===== src/rtl/axil_csr_pkg.sv =====
// Shared constants for the AXI-Lite CSR slave: response codes, address
// alignment and the default identification word.
package axil_csr_pkg;

  localparam logic [1:0]  RESP_OKAY        = 2'b00;
  localparam logic [1:0]  RESP_SLVERR      = 2'b10;
  localparam int          ADDR_LSB         = 2;
  localparam logic [31:0] DEFAULT_ID_VALUE = 32'h0F5C_0001;

endpackage


===== src/rtl/axil_hold_reg.sv =====
// One-entry valid+payload holding register. It accepts a beat whenever it
// is empty and keeps it until the consumer pulses i_clear.
module axil_hold_reg #(
  parameter int WIDTH = 32
) (
  input  logic             clk,
  input  logic             srst,
  input  logic             i_valid,
  output logic             o_ready,
  input  logic [WIDTH-1:0] i_data,
  input  logic             i_clear,
  output logic             o_held,
  output logic [WIDTH-1:0] o_data
);

  logic             r_valid;
  logic [WIDTH-1:0] r_data;

  // Ready is suppressed during reset so no handshake can be seen then.
  assign o_ready = !r_valid && !srst;
  assign o_held  = r_valid;
  assign o_data  = r_data;

  // Capture when empty, release when the consumer has used the entry.
  always_ff @(posedge clk) begin
    if (srst) begin
      r_valid <= 1'b0;
      r_data  <= '0;
    end else if (i_valid && o_ready) begin
      r_valid <= 1'b1;
      r_data  <= i_data;
    end else if (i_clear) begin
      r_valid <= 1'b0;
    end
  end

endmodule


===== src/rtl/axil_csr_slave.sv =====
// AXI-Lite register file: register 0 is a read-only ID word, registers
// 1..NUM_REGS-1 are byte-writable. One outstanding write and one
// outstanding read, running independently of each other.
module axil_csr_slave
  import axil_csr_pkg::*;
#(
  parameter int                    ADDR_WIDTH = 32,
  parameter int                    DATA_WIDTH = 32,
  parameter int                    NUM_REGS   = 16,
  parameter logic [DATA_WIDTH-1:0] ID_VALUE   = DEFAULT_ID_VALUE
) (
  input  logic                           aclk,
  input  logic                           areset,
  input  logic                           axi_lite_awvalid_i,
  output logic                           axi_lite_awready_o,
  input  logic [ADDR_WIDTH-1:0]          axi_lite_awaddr_i,
  input  logic [2:0]                     axi_lite_awprot_i,
  input  logic                           axi_lite_wvalid_i,
  output logic                           axi_lite_wready_o,
  input  logic [DATA_WIDTH-1:0]          axi_lite_wdata_i,
  input  logic [DATA_WIDTH/8-1:0]        axi_lite_wstrb_i,
  output logic                           axi_lite_bvalid_o,
  input  logic                           axi_lite_bready_i,
  output logic [1:0]                     axi_lite_bresp_o,
  input  logic                           axi_lite_arvalid_i,
  output logic                           axi_lite_arready_o,
  input  logic [ADDR_WIDTH-1:0]          axi_lite_araddr_i,
  input  logic [2:0]                     axi_lite_arprot_i,
  output logic                           axi_lite_rvalid_o,
  input  logic                           axi_lite_rready_i,
  output logic [DATA_WIDTH-1:0]          axi_lite_rdata_o,
  output logic [1:0]                     axi_lite_rresp_o,
  output logic [NUM_REGS*DATA_WIDTH-1:0] csr_regs_o
);

  localparam int IDX_W    = $clog2(NUM_REGS);
  localparam int HI_SHIFT = ADDR_LSB + IDX_W;
  localparam int SW       = DATA_WIDTH / 8;

  logic                  w_aw_held;
  logic [ADDR_WIDTH-1:0] w_aw_addr;
  logic                  w_w_held;
  logic [DATA_WIDTH-1:0] w_w_data;
  logic [SW-1:0]         w_w_strb;
  logic                  w_commit;
  logic [IDX_W-1:0]      w_wr_idx;
  logic                  w_wr_ok;
  logic                  w_ar_hs;
  logic [IDX_W-1:0]      w_rd_idx;
  logic                  w_rd_in_range;
  logic                  w_unused;

  logic                  r_bvalid;
  logic [1:0]            r_bresp;
  logic                  r_rvalid;
  logic [DATA_WIDTH-1:0] r_rdata;
  logic [1:0]            r_rresp;

  // Protection bits carry no meaning for this register file.
  assign w_unused = ^{axi_lite_awprot_i, axi_lite_arprot_i};

  axil_hold_reg #(.WIDTH(ADDR_WIDTH)) u_aw_hold (
    .clk     (aclk),
    .srst    (areset),
    .i_valid (axi_lite_awvalid_i),
    .o_ready (axi_lite_awready_o),
    .i_data  (axi_lite_awaddr_i),
    .i_clear (w_commit),
    .o_held  (w_aw_held),
    .o_data  (w_aw_addr)
  );

  axil_hold_reg #(.WIDTH(DATA_WIDTH + SW)) u_w_hold (
    .clk     (aclk),
    .srst    (areset),
    .i_valid (axi_lite_wvalid_i),
    .o_ready (axi_lite_wready_o),
    .i_data  ({axi_lite_wstrb_i, axi_lite_wdata_i}),
    .i_clear (w_commit),
    .o_held  (w_w_held),
    .o_data  ({w_w_strb, w_w_data})
  );

  // A pending B response blocks the next commit, which bounds writes to
  // one every two cycles and keeps bresp stable while it waits.
  assign w_commit = w_aw_held && w_w_held && !r_bvalid;
  assign w_wr_idx = w_aw_addr[ADDR_LSB +: IDX_W];
  assign w_wr_ok  = ((w_aw_addr >> HI_SHIFT) == '0) && (w_wr_idx != '0);

  genvar gi;
  generate
    for (gi = 0; gi < NUM_REGS; gi++) begin : g_reg
      if (gi == 0) begin : g_id
        assign csr_regs_o[gi*DATA_WIDTH +: DATA_WIDTH] = ID_VALUE;
      end else begin : g_rw
        logic [DATA_WIDTH-1:0] r_reg;

        // Byte-lane update of this register on a successful commit.
        always_ff @(posedge aclk) begin
          if (areset) begin
            r_reg <= '0;
          end else if (w_commit && w_wr_ok && (w_wr_idx == IDX_W'(gi))) begin
            for (int b = 0; b < SW; b++) begin
              if (w_w_strb[b]) begin
                r_reg[8*b +: 8] <= w_w_data[8*b +: 8];
              end
            end
          end
        end

        assign csr_regs_o[gi*DATA_WIDTH +: DATA_WIDTH] = r_reg;
      end
    end
  endgenerate

  // Write response: raised the cycle after commit, dropped on handshake.
  always_ff @(posedge aclk) begin
    if (areset) begin
      r_bvalid <= 1'b0;
      r_bresp  <= RESP_OKAY;
    end else if (w_commit) begin
      r_bvalid <= 1'b1;
      r_bresp  <= w_wr_ok ? RESP_OKAY : RESP_SLVERR;
    end else if (r_bvalid && axi_lite_bready_i) begin
      r_bvalid <= 1'b0;
    end
  end

  assign axi_lite_bvalid_o = r_bvalid;
  assign axi_lite_bresp_o  = r_bresp;

  assign axi_lite_arready_o = !r_rvalid && !areset;
  assign w_ar_hs            = axi_lite_arvalid_i && axi_lite_arready_o;
  assign w_rd_idx           = axi_lite_araddr_i[ADDR_LSB +: IDX_W];
  assign w_rd_in_range      = (axi_lite_araddr_i >> HI_SHIFT) == '0;

  // Read data is sampled from the register image before any same-cycle
  // commit lands, so a colliding read returns the old value.
  always_ff @(posedge aclk) begin
    if (areset) begin
      r_rvalid <= 1'b0;
      r_rdata  <= '0;
      r_rresp  <= RESP_OKAY;
    end else if (w_ar_hs) begin
      r_rvalid <= 1'b1;
      if (w_rd_in_range) begin
        r_rdata <= csr_regs_o[w_rd_idx*DATA_WIDTH +: DATA_WIDTH];
        r_rresp <= RESP_OKAY;
      end else begin
        r_rdata <= '0;
        r_rresp <= RESP_SLVERR;
      end
    end else if (r_rvalid && axi_lite_rready_i) begin
      r_rvalid <= 1'b0;
    end
  end

  assign axi_lite_rvalid_o = r_rvalid;
  assign axi_lite_rdata_o  = r_rdata;
  assign axi_lite_rresp_o  = r_rresp;

endmodule

===== config.mk =====
export PLATFORM = sky130hd
export DESIGN_NAME = axil_csr_slave
export DESIGN_NICKNAME = d
export VERILOG_FILES = /design/src/rtl/axil_csr_pkg.sv /design/src/rtl/axil_hold_reg.sv /design/src/rtl/axil_csr_slave.sv
export SDC_FILE = /design/constraint.sdc
export NUM_CORES = 1
export LEC_CHECK = 0
export ABC_AREA = 1
export BUFFER_PORTS_ARGS = -buffer_cell sky130_fd_sc_hd__buf_2
export CAP_MARGIN = 10
export CORE_MARGIN = 10
export CORE_UTILIZATION = 50
export DETAILED_ROUTE_END_ITERATION = 16
export PLACE_DENSITY_LB_ADDON = 0.25
export SLEW_MARGIN = 40
export SYNTH_ARGS = -nofsm -noshare
export SYNTH_HDL_FRONTEND = slang
export SYNTH_HIERARCHICAL = 1
export SYNTH_SLANG_ARGS = --single-unit

===== constraint.sdc =====
create_clock -name aclk -period 1.8 [get_ports aclk]
set_input_delay 0.54 -clock aclk [delete_from_list [all_inputs] [get_ports aclk]]
set_output_delay 0.54 -clock aclk [all_outputs]
set_load 0.02 [all_outputs]

# Word level (Yosys, flattened, before mapping)
# Index checks and enable logic that the tools add are counted.
# Widths: inputs -> output; s select.
[word_totals]
reg_bits = 588
word_cells = 194
[op_classes]
eq_ne = 15
n_shift = 1
n_mux = 10
reduce_logical = 99
[op_table]
columns = ["cell", "n"]
rows = [
  ["$shiftx 512x10->32", 1],
  ["$reduce_and 2->1", 60],
  ["$logic_not 32->1", 2],
  ["$eq 4x4->1 const B", 8],
  ["$mux 32", 1],
  ["$logic_and 1x1->1", 27],
  ["$eq 4x3->1 const B", 4],
  ["$eq 4x2->1 const B", 2],
  ["$reduce_bool 2->1", 4],
  ["$mux 1", 7],
  ["$logic_not 1->1", 5],
  ["$eq 4x1->1 const B", 1],
  ["$mux 2", 2],
  ["$reduce_bool 4->1", 1],
]

# Logic depth before layout (Yosys ltp)
[depth]
ltp_word = 5
depth_mapped = 11
depth_no_buf = 9

# By module
# The synthesis kept the hierarchy.
[by_module_without_submodules]
columns = ["module", "n_inst", "cells_each", "area_each_um2", "seq_area_each_um2"]
rows = [
  ["axil_csr_slave", 1, 4265, 27178.6, 10329.9],
  ["axil_hold_reg (u_w_hold)", 1, 237, 1634.1, 740.7],
  ["axil_hold_reg (u_aw_hold)", 1, 212, 1447.6, 660.6],
]

# Least setup slack after synthesis
# OpenSTA, ideal clock, no wires.
[synth_timing]
kind = "input to register"
start = "input areset"
end = "register r_rdata[22], in the netlist axi_lite_rdata_o[22]"
setup_time_ns = 0.070
t_arrival_ns = 1.969
required_ns = 1.730
path_slack_ns = -0.239
stages = 9
path_cell_list = "buf_2 -> nor2_1 -> nand2_1 -> nor2_1 -> nand2_1 -> nor2_2 -> buf_4 -> nand3_1 -> a21oi_1"
[synth_via]
elab_chain_len = 3
[synth_lines]
columns = ["item", "line_no", "source"]
rows = [
  ["from (decl)", "axil_csr_slave.sv:13", "input logic areset,"],
  ["$logic_not 1->1", "axil_csr_slave.sv:132", "assign axi_lite_arready_o = !r_rvalid && !areset;"],
  ["$logic_and 1x1->1", "axil_csr_slave.sv:132", ""],
  ["via axi_lite_arready_o", "axil_csr_slave.sv:26", "output logic axi_lite_arready_o,"],
  ["$logic_and 1x1->1", "axil_csr_slave.sv:133", "assign w_ar_hs = axi_lite_arvalid_i && axi_lite_arready_o;"],
  ["to (signal assigned)", "axil_csr_slave.sv:147", "r_rdata <= csr_regs_o[w_rd_idx*DATA_WIDTH +: DATA_WIDTH];"],
  ["to (decl)", "axil_csr_slave.sv:56", "logic [DATA_WIDTH-1:0] r_rdata;"],
]
# The timed path passes the listed nets, and every way through them passes these cells.
# A chain may end at the register's enable or synchronous reset.

# Final worst setup path
[layout_timing]
start = "register u_aw_hold.r_data[13], in the netlist u_aw_hold/o_data[13]"
end = "register g_reg[2].g_rw.r_reg[3]"
[layout_via]
elab_chain_len = 5
[layout_lines]
columns = ["item", "line_no", "source"]
rows = [
  ["from (decl)", "axil_hold_reg.sv:17", "logic [WIDTH-1:0] r_data;"],
  ["from (signal assigned)", "axil_hold_reg.sv:31", "r_data <= i_data;"],
  ["$logic_not 32->1", "axil_csr_slave.sv:88", "assign w_wr_ok = ((w_aw_addr >> HI_SHIFT) == '0) && (w_wr_idx != '0);"],
  ["$logic_and 1x1->1", "axil_csr_slave.sv:88", ""],
  ["$logic_and 1x1->1 (2 in series)", "axil_csr_slave.sv:102", "end else if (w_commit && w_wr_ok && (w_wr_idx == IDX_W'(gi))) begin"],
  ["$reduce_and 2->1 (no source line)", "n/a", ""],
  ["to (signal, indexed assignment)", "axil_csr_slave.sv:105", "r_reg[8*b +: 8] <= w_w_data[8*b +: 8];"],
  ["to (decl)", "axil_csr_slave.sv:96", "logic [DATA_WIDTH-1:0] r_reg;"],
]
# No other way between the ends.

==> results <==
- The relative slew slack is 0.4518.
- The flow ran to the end, but the final reports show violations.
- The path category of the worst min-delay check is in -> reg.
- The final number of hold-violating endpoints is 0.
- Prior to clock tree synthesis, the placed netlist has a worst setup slack of -103.6 ps.
- The critical path goes through nor2_1, nand2_2, nor2_2, nand2_2, nor2_8, buf_12, buf_4, nand4_2, nor2_1, nor2_1.
- Summed over all failing endpoints, the final setup total negative slack is -6466 ps.
- The post-route clock skew is between 20 and 25 ps.
- Of all nets on the critical path, the largest fanout is 8.
- The worst hold slack is 160.4 ps.
- The placeable core region is 0.06002 mm^2.
- The max-slew violation total from the final report is 0.
- The largest single stage delay on the critical path is 310 ps.
- The via count of the first global-routing pass is 27.65k.
- In this run the cell area of the synthesized design comes to 0.03018 mm^2.
- The number of warnings reported in the yosys synthesis log is 6.
- The register with the most flip-flops in the layout has 480 of them.
- The nature of the critical path startpoint is a flop.
- The worst setup path endpoint is g_reg[2].g_rw.r_reg[3]$_SDFFE_PP0P_.
- The dominant delay contributor by cell family on the critical path is simple AND/OR/NAND/NOR gates.
- The root buffer selected by CTS is clkbuf_16.
- At the end of the flow the core is filled with cells to 0.6370.
- The critical path runs through a total of 10 cells.
- In this run the register-to-register setup slack is -100 ps.
- The finished layout holds 6,169 standard cells, fillers aside.
- Clock latency on the worst-skew pair, taken at its later pin, is 610 ps.
- After detailed routing, the average wire length per cell comes to 19.40 um.
- The origin of the critical flop-to-flop path is u_aw_hold/o_data[13]$_SDFFE_PP0P_.
- By startpoint and endpoint, the worst setup path is classified as reg -> reg.
- Counting stages on the worst path, the most repeated cell is nor2_1.
- The initial core utilization is 0.5028.
- The area growth from synthesis to layout is 26.69%.
- The total inserted antenna cells is 0.
- The worst setup path is captured at a flop.
- The final RePlAce weighted congestion is about 0.94.
- The buffers plus inverters on the worst setup path is 2.
- The via count normalized by instance count is 5.145.
- STA puts the critical path data required time at 2280 ps.
- Including well taps, the total number of placed cells is ~6.0k.
- The count of buffers added on input and output ports is 621.
- Summing over every cut layer, the via total after detailed routing is between 30k and 40k.
- Setup slack on the critical path of the routed design comes to -100.0 ps.
- The number of violations of the max-capacitance limit is 0.
- The final critical-path required period is 1900 ps.
- The worst-case vdd ir drop is 0.6526 mV.
- The die is 265.7 um tall.
- Overall power consumption after layout is estimated at between 30 and 40 mW.
- After the last flow step, the layout net total stands at 5,459.
- The worst setup path startpoint is u_aw_hold/o_data[13]$_SDFFE_PP0P_.
- The final design area excluding fillers is 0.03823 mm^2.
- Setup violations remaining at the end of the flow were counted as ~240.
- Data arrives at the worst endpoint at approximately 2400 ps.
- The number of clock sinks is roughly 580.
- The clock slew at the register clock pins of the worst setup and hold paths is 60 ps.
- The number of ports placed on the die boundary is 666.
- The hold buffer count at CTS is 0.
- The remaining antenna violation count is 0.
- The maximum number of pins on one net before global-route repair is 55.
- Summing all placed instances gives a cell area of 0.03455 mm^2.
- The pre-antenna-repair detailed-routing pass consisted of 6 iterations.
- The largest individual stage delay along the critical path comes from the cell dfxtp_1.
- Dividing the synthesized area by the synthesized cell count gives 6.419 um^2.
- The die is 265.7 um wide.
- The end of the worst register-to-register path is g_reg[2].g_rw.r_reg[3]$_SDFFE_PP0P_.
- The transition time of the tightest slew-check pin is ~800 ps.
- Setup repair after global routing could not meet its margin everywhere.
- For this run, the total global-route usage over all layers was measured as 0.3058.
- The leakage dissipation is 21.97 nW.
- The number of buffers between clock root and the deepest sink is 3.
- The final clock period utilization by the worst path is 1.056.
- The remaining routing DRC violations is 0.
- TritonCTS built the clock tree.
- After the first detailed-routing iteration, the DRC count stood at between 3k and 4k.
- Detailed placement finished with a half-perimeter wire length of between 80 and 90 mm.
- Counting cells, the worst reg-to-reg path comes to 10.
- For this run, the top clock speed supported by timing is 526.3 MHz.
- The overall overflow remaining after global route is 0.
- The H-tree was split into 3 levels.
- The final reports fail on setup timing.
- The total length of routed wires is ~120 mm.
- The die covers just over 0.07 mm^2.
- In the synthesized netlist, the number of instances is 4,702.
- The first global-routing pass estimated 168.1 mm of wire.
- The number of clock buffers added by TritonCTS is 66.
- The site row count is 90.
- For this design the ratio of total power to cell area is 786.3 mW/mm^2.
- The initial antenna violation count is 1.
- The proportion of layout cells with a drive suffix above 1 is 0.2239.
==> metal layers <==
| metal | track usage | up-vias | wire length, um |
|---|---|---|---|
| met5 | 0 | - | 0 |
| met1 | 0.4076 | 14280 | 48860 |
| li1 | - | 15540 | - |
| met3 | 0.06492 | 282 | 11840 |
| met4 | 0.1365 | 0 | 5866 |
| met2 | 0.4695 | 1630 | 53100 |
==> where the power goes <==
group	internal, mW	total [mW]	switching [mW]
sequential	13.1	13.2	0.122
combinational	0.980	3.19	2.21
clock	8.15	13.7	5.54
total	22.2	30.1	7.87
==> cell type report <==
class                      count  area, um^2
inverter                     558        2105
tap                          782       978.4
fill                        5450       21790
sequential                   584       11710
multi-input combinational   3289       15160
clock inverter                14       177.7
timing repair buffer         847        6126
clock buffer                  95        1974
==> tightest hold or removal path, stage by stage <==
cell and delay, ps:
buf_2 80, nand3_1 60, nand2_1 60
==> how the worst min path moves through the flow <==
stage / end / depth (start not counted) / start
floorplan: u_aw_hold/o_data[6]$_SDFFE_PP0P_ / 4 / u_aw_hold/o_data[6]$_SDFFE_PP0P_
global placement: axi_lite_rresp_o[1]$_SDFFE_PP0P_ / 2 / axi_lite_rresp_o[1]$_SDFFE_PP0P_
detailed placement: axi_lite_rdata_o[27]$_SDFFE_PP0P_ / 2 / axi_lite_rdata_o[27]$_SDFFE_PP0P_
CTS: u_w_hold/o_data[24]$_SDFFE_PP0P_ / 3 / axi_lite_wdata_i[24]
global route: u_w_hold/o_data[30]$_SDFFE_PP0P_ / 3 / axi_lite_wdata_i[30]
finish: u_w_hold/o_data[28]$_SDFFE_PP0P_ / 3 / axi_lite_wdata_i[28]
==> layout by cell type (no fill, tap or decap), types with 3 or more instances in the layout <==
cell type and n:
nor2_8 4, inv_1 550, o21ai_0 132, clkbuf_16 75, inv_2 6, nor2_2 70
dfxtp_2 13, nand4_2 9, a21oi_1 140, clkbuf_1 11, buf_6 14, nand4_4 81
buf_8 3, bufinv_16 4, conb_1 34, buf_12 79, nand2_2 69, nand2_1 1328
dfxtp_1 570, nor2_1 1005, clkbuf_8 15, buf_4 129, nand2_4 3, buf_2 610
nand3_1 410, buf_16 5, clkinv_2 8
==> what timing repair did <==
item,CTS,global route
gates cloned,9,30
pin swaps,5,26
endpoints found under the setup margin,209,450
setup buffers,15,8
resized for setup,30,155
endpoints found under the hold margin,0,0
(Power assumes the default switching activity.)
